**config.mk**
```make
export PLATFORM = sky130hd
export DESIGN_NAME = vend_credit_ctrl
export DESIGN_NICKNAME = d
export VERILOG_FILES = /design/src/rtl/vend_credit_ctrl.sv
export SDC_FILE = /design/constraint.sdc
export NUM_CORES = 1
export LEC_CHECK = 0
export CELL_PAD_IN_SITES_DETAIL_PLACEMENT = 2
export CELL_PAD_IN_SITES_GLOBAL_PLACEMENT = 2
export CORE_UTILIZATION = 37
export CTS_CLUSTER_DIAMETER = 50
export DETAILED_ROUTE_END_ITERATION = 8
export PLACE_DENSITY_LB_ADDON = 0.1
export SYNTH_ARGS = -nofsm -noshare
export SYNTH_HDL_FRONTEND = slang
export SYNTH_SLANG_ARGS = --single-unit
```
**constraint.sdc**
```tcl
create_clock -name clk -period 5.9 [get_ports clk]
set_clock_uncertainty 0.15 [all_clocks]
set_input_delay 1.18 -clock clk [delete_from_list [all_inputs] [get_ports clk]]
set_output_delay 1.18 -clock clk [all_outputs]
set_load 0.03 [all_outputs]
```
**src/rtl/vend_credit_ctrl.sv**
```systemverilog
// Vending front-end: collects coin credit, hands a selection to the dispense stage, then refunds change.
// Optional SALES_COUNTER_EN macro adds the sales_cnt output (successful vends, wraps at 255).
module vend_credit_ctrl #(
   parameter int MAX_CREDIT   = 5,
   parameter int IDLE_TIMEOUT = 200,
   parameter int ACK_TIMEOUT  = 15
) (
   input  logic       clk,
   input  logic       reset_n,
   input  logic       coin_valid,
   input  logic [1:0] coin_val,
   input  logic       sel_valid,
   input  logic [2:0] sel_code,
   input  logic       cancel,
   input  logic       A,
   output logic [2:0] C,
   output logic       K,
   output logic       refund_valid,
   output logic [2:0] refund_amt,
   output logic       coin_reject,
   output logic       fault,
`ifdef SALES_COUNTER_EN
   output logic [7:0] sales_cnt,
`endif
   output logic       busy
);

   localparam int IW = $clog2(IDLE_TIMEOUT + 1);
   localparam int AW = $clog2(ACK_TIMEOUT + 1);

   typedef enum logic [1:0] {S_IDLE, S_COLLECT, S_DISPENSE, S_REFUND} state_t;

   state_t          r_state;
   logic [2:0]      r_credit;
   logic [2:0]      r_code;
   logic [IW-1:0]   r_idle_cnt;
   logic [AW-1:0]   r_ack_cnt;

   state_t          w_nstate;
   logic [2:0]      w_ncredit;
   logic [2:0]      w_ncode;
   logic [IW-1:0]   w_nidle;
   logic [AW-1:0]   w_nack;
   logic            w_nfault;
   logic            w_reject;

   logic [2:0]      w_coin_units;
   logic            w_coin_ok;
   logic [3:0]      w_sum;
   logic            w_fits;
   logic            w_sel_ok;

   assign w_coin_units = (coin_val == 2'b01) ? 3'd1 :
                         (coin_val == 2'b10) ? 3'd2 : 3'd0;
   assign w_coin_ok    = coin_valid && (w_coin_units != 3'd0);
   assign w_sum        = {1'b0, r_credit} + {1'b0, w_coin_units};
   assign w_fits       = (w_sum <= 4'(MAX_CREDIT));
   assign w_sel_ok     = sel_valid && (sel_code >= 3'd1) && (sel_code <= 3'd5) &&
                         (sel_code <= r_credit);

   always_comb begin
      w_nstate  = r_state;
      w_ncredit = r_credit;
      w_ncode   = r_code;
      w_nidle   = r_idle_cnt;
      w_nack    = r_ack_cnt;
      w_nfault  = fault;
      w_reject  = 1'b0;
      case (r_state)
         S_IDLE: begin
            if (w_coin_ok && w_fits) begin
               w_ncredit = w_sum[2:0];
               w_nidle   = '0;
               w_nstate  = S_COLLECT;
            end else if (coin_valid) begin
               w_reject = 1'b1;
            end
         end
         S_COLLECT: begin
            // A coin landing with an accepted cancel/select is dropped, not credited.
            if (cancel) begin
               w_reject = coin_valid;
               w_nstate = S_REFUND;
            end else if (w_sel_ok) begin
               w_reject = coin_valid;
               w_ncode  = sel_code;
               w_nack   = '0;
               w_nstate = S_DISPENSE;
            end else if (w_coin_ok && w_fits) begin
               w_ncredit = w_sum[2:0];
               w_nidle   = '0;
            end else begin
               w_reject = coin_valid;
               if (r_idle_cnt == IW'(IDLE_TIMEOUT - 1))
                  w_nstate = S_REFUND;
               else
                  w_nidle = r_idle_cnt + IW'(1);
            end
         end
         S_DISPENSE: begin
            w_reject = coin_valid;
            if (A) begin
               w_ncredit = r_credit - r_code;
               w_nstate  = S_REFUND;
            end else if (r_ack_cnt == AW'(ACK_TIMEOUT - 1)) begin
               w_nfault = 1'b1;
               w_nstate = S_REFUND;
            end else begin
               w_nack = r_ack_cnt + AW'(1);
            end
         end
         default: begin
            w_reject  = coin_valid;
            w_ncredit = 3'd0;
            w_nstate  = S_IDLE;
         end
      endcase
   end

   // Outputs are registered from next-state values so they line up with the state they describe.
   always_ff @(posedge clk or negedge reset_n) begin
      if (!reset_n) begin
         r_state      <= S_IDLE;
         r_credit     <= 3'd0;
         r_idle_cnt   <= '0;
         r_ack_cnt    <= '0;
         fault        <= 1'b0;
         C            <= 3'd0;
         K            <= 1'b0;
         refund_valid <= 1'b0;
         refund_amt   <= 3'd0;
         coin_reject  <= 1'b0;
         busy         <= 1'b0;
      end else begin
         r_state      <= w_nstate;
         r_credit     <= w_ncredit;
         r_idle_cnt   <= w_nidle;
         r_ack_cnt    <= w_nack;
         fault        <= w_nfault;
         C            <= (w_nstate == S_DISPENSE) ? w_ncode : w_ncredit;
         K            <= (w_nstate == S_DISPENSE);
         refund_valid <= (w_nstate == S_REFUND) && (w_ncredit != 3'd0);
         refund_amt   <= (w_nstate == S_REFUND) ? w_ncredit : 3'd0;
         coin_reject  <= w_reject;
         busy         <= (w_nstate == S_DISPENSE) || (w_nstate == S_REFUND);
      end
   end

   always_ff @(posedge clk) begin
      r_code <= w_ncode;
   end

`ifdef SALES_COUNTER_EN
   logic w_sale;
   assign w_sale = (r_state == S_DISPENSE) && A;

   always_ff @(posedge clk or negedge reset_n) begin
      if (!reset_n)
         sales_cnt <= 8'd0;
      else if (w_sale)
         sales_cnt <= sales_cnt + 8'd1;
   end
`endif

endmodule

```
==> out/qor.yml <==
floorplan:
  core_um2: 4790
  placementRows: 25
  io_pins: 22
  dieArea_um2: 5350
  die_w_um: 73.1
  initial_utilization_pct: 39.1
  die_h_um: 73.1
sta:
  setup_tns_ns: 0
  timing.max_slew.rel_slack_pct: 47.8
  min_period_over_period_pct: 68.1
  finalMaxSlewViolations: 0
  whs_ns: 0.335
  tightest_slew_ns: 0.782
  hold_violations: 0
  finalCriticalPeriod_ns: 4.02
  setup_ws_ns: 1.88
  setup_viol: 0
  fmax_mhz: 249
  rsz0062_at_grt: "false"
critical_path:
  critPathArrivalTime_ns: 4.02
  cp-start-kind: "primary input"
  reg2reg_slack_ns: 2.86
  critical_path.max_fanout: 5
  cp.required_ns: 5.90
  cp-end-kind: "flip-flop"
  criticalPathCategory: "in2reg"
clocking:
  numCtsBuffers: 5
  cts_sinks: 30
  cts_tree: "done"
  cts_max_level: 2
  cts.clk_slew.worst_paths_ns: 0.06
  cts_resized: 0
  post_cts_buffers: 0
  clockRootBuffer: "clkbuf_8"
  ctsHoldBuffers: 0
  cts_buffer_depth: 2
  clk-insertion-delay-late_ns: 0.28
pwr:
  ir_drop_uv: 172
  power_leakage_nw: 0.969
  combPwrFrac_pct: 47.3
  swShare_pct: 44.4
  power.share.clock_pct: 17.7
  p_int_mw: 0.536
  powerDensity_nw_per_um2: 433
  seqPwrFrac_pct: 35.0
  switchingPower_mw: 0.428
placed_design:
  place.port_buffers: 21
  pre_cts_slack_ns: 1.57
  gp_congestion: 0.820
  dp.final_hpwl_um: 4250
global_routing:
  grt_pass1_wl_um: 9330
  grt_util_all_layers_pct: 23.8
  grt-ovfl-total: 0
  grt_pass1_vias: 1889
  grt_max_degree: 28
  antenna_found_initial: 0
drt:
  drcViolationCount: 0
  ant_nets: 0
  wirelength_um: 5540
  dr.pass1.iters: 2
  vias: 1606
  routed_via_density: 5.54
  drt_iter0_markers: 40
  wl_per_cell_um: 19.1
logic_synthesis:
  synth.yosys.seq_area_share_pct: 39.3
  synth.avg_cell_area_um2: 9.41
  ys_ff_latch: 30
  yosys.area.top_type: "dfrtp_1"
  synth_top_area_share_pct: 36.1
  synthTopCellsByArea: "dfrtp_1, ha_1, xnor2_1"
  synth.distinct_cells: 51
  synthCells: 199
  synth_area_um2: 1870
  ys_warn_count: 0
  synth_nets: 223
finish:
  multi_input_area_um2: 1030
  final_cell_mix: "dfrtp_1, clkdlybuf4s50_1, nor2_1, inv_1"
  area_growth_pct: 19.0
  drive_above_1_share_pct: 9.42
  final_common_cell: "dfrtp_1"
  fill_cells: 533
  antenna_cells: 0
  seq_area_um2: 736
  fin_nets: 246
status:
  status: "complete, no violations"
min_path:
  min_path_type: "reg2reg"
flow_run:
  cap_violations: 0
flip-flops by register name, indices dropped and copies added (netlist names):
register      flops
K                 1
r_ack_cnt         4
refund_amt        3
fault             1
busy              1
r_credit          3
coin_reject       1
refund_valid      1
C                 3
r_state           1
r_idle_cnt        8
r_code            3
power by group through the flow:
stage / logic, mW / clock network [mW] / registers (mW)
5_1_grt: 0.511 / 0.184 / 0.348
4_1_cts: 0.461 / 0.176 / 0.339
3_5_place_dp: 0.453 / 0 / 0.342
2_1_floorplan: 0.285 / 0 / 0.353
6_report: 0.456 / 0.171 / 0.337
3_3_place_gp: 0.429 / 0 / 0.336
cells by family after synthesis:
group	synth area share (%)
flip-flops	39.3
buffers and inverters	5.41
adder cells (fa/ha/maj)	9.49
AND/OR/NAND/NOR	18.4
AO/OA/AOI/OAI	20.1
multiplexers	2.21
XOR/XNOR	5.08
metal layers:
layer | vias up | share of wire (%) | GRT usage [%]
met5 | - | 0 | 0
met4 | 0 | 2.9 | 10.9
met3 | 16 | 2.7 | 4.14
met2 | 24 | 54 | 44.4
met1 | 811 | 41 | 25.8
li1 | 755 | - | -
area by class of cell:
cell class / instances / share of cell area, %
Inverter: 17 / 2.87
Multi-Input combinational cell: 146 / 46.5
Clock buffer: 7 / 3.88
Tap cell: 67 / 3.76
Timing Repair Buffer: 22 / 9.78
Clock inverter: 1 / 0.225
Sequential cell: 30 / 33.0
worst max-delay path, cell delays in order:
cell	delay, ns
clkdlybuf4s50_1	0.45
inv_1	0.09
ha_1	0.16
ha_1	0.17
inv_1	0.06
fa_1	0.45
xor2_2	0.20
o221ai_2	0.33
mux2i_1	0.23
o22ai_1	0.10
a311oi_1	0.45
a31oi_1	0.15
metrics by stage:
step	instances	area [um2]	power, mW	utilization (%)
final	290	2230	0.964	46.5
after global routing	290	2230	1.04	46.5
after CTS	290	2230	0.976	46.5
after detailed placement	282	2140	0.795	44.6
after global placement	282	2140	0.764	44.6
after floorplan	199	1870	0.638	-
cell usage after synthesis, drive strengths merged:
library cell	number
o31ai	1
and2	2
nor2	20
or4	3
nand3b	1
o221a	1
nand3	7
nor3b	2
o221ai	2
a31oi	5
a21oi	9
nand2	13
dfxtp	3
o211a	1
xnor2	9
ha	11
dfrtp	27
o211ai	2
o22ai	4
nor4	2
nor3	1
fa	2
clkbuf	4
a41o	1
buf	2
a21o	2
xor2	1
inv	17
nand4	2
o32ai	1
mux2i	3
o21ai	16
a221o	1
or3	4
mux2	1
or2	1
a311oi	2
nand2b	3
a211oi	4
and3	3
nor2b	3
worst paths after layout:
| check | cells after the start | start | endpoint |
|---|---|---|---|
| worst max-delay path | 12 | coin_val[1] | refund_valid |
| worst min-delay path | 1 | fault | fault |
| worst max register to register | 8 | r_credit[2] | C[2] |
| worst min register to register | 1 | fault | fault |
| max in group asynchronous | 2 | reset_n | C[0] |
| min in group asynchronous | 2 | reset_n | r_idle_cnt[2] |
No activity file was read; power rests on OpenSTA's default activity.
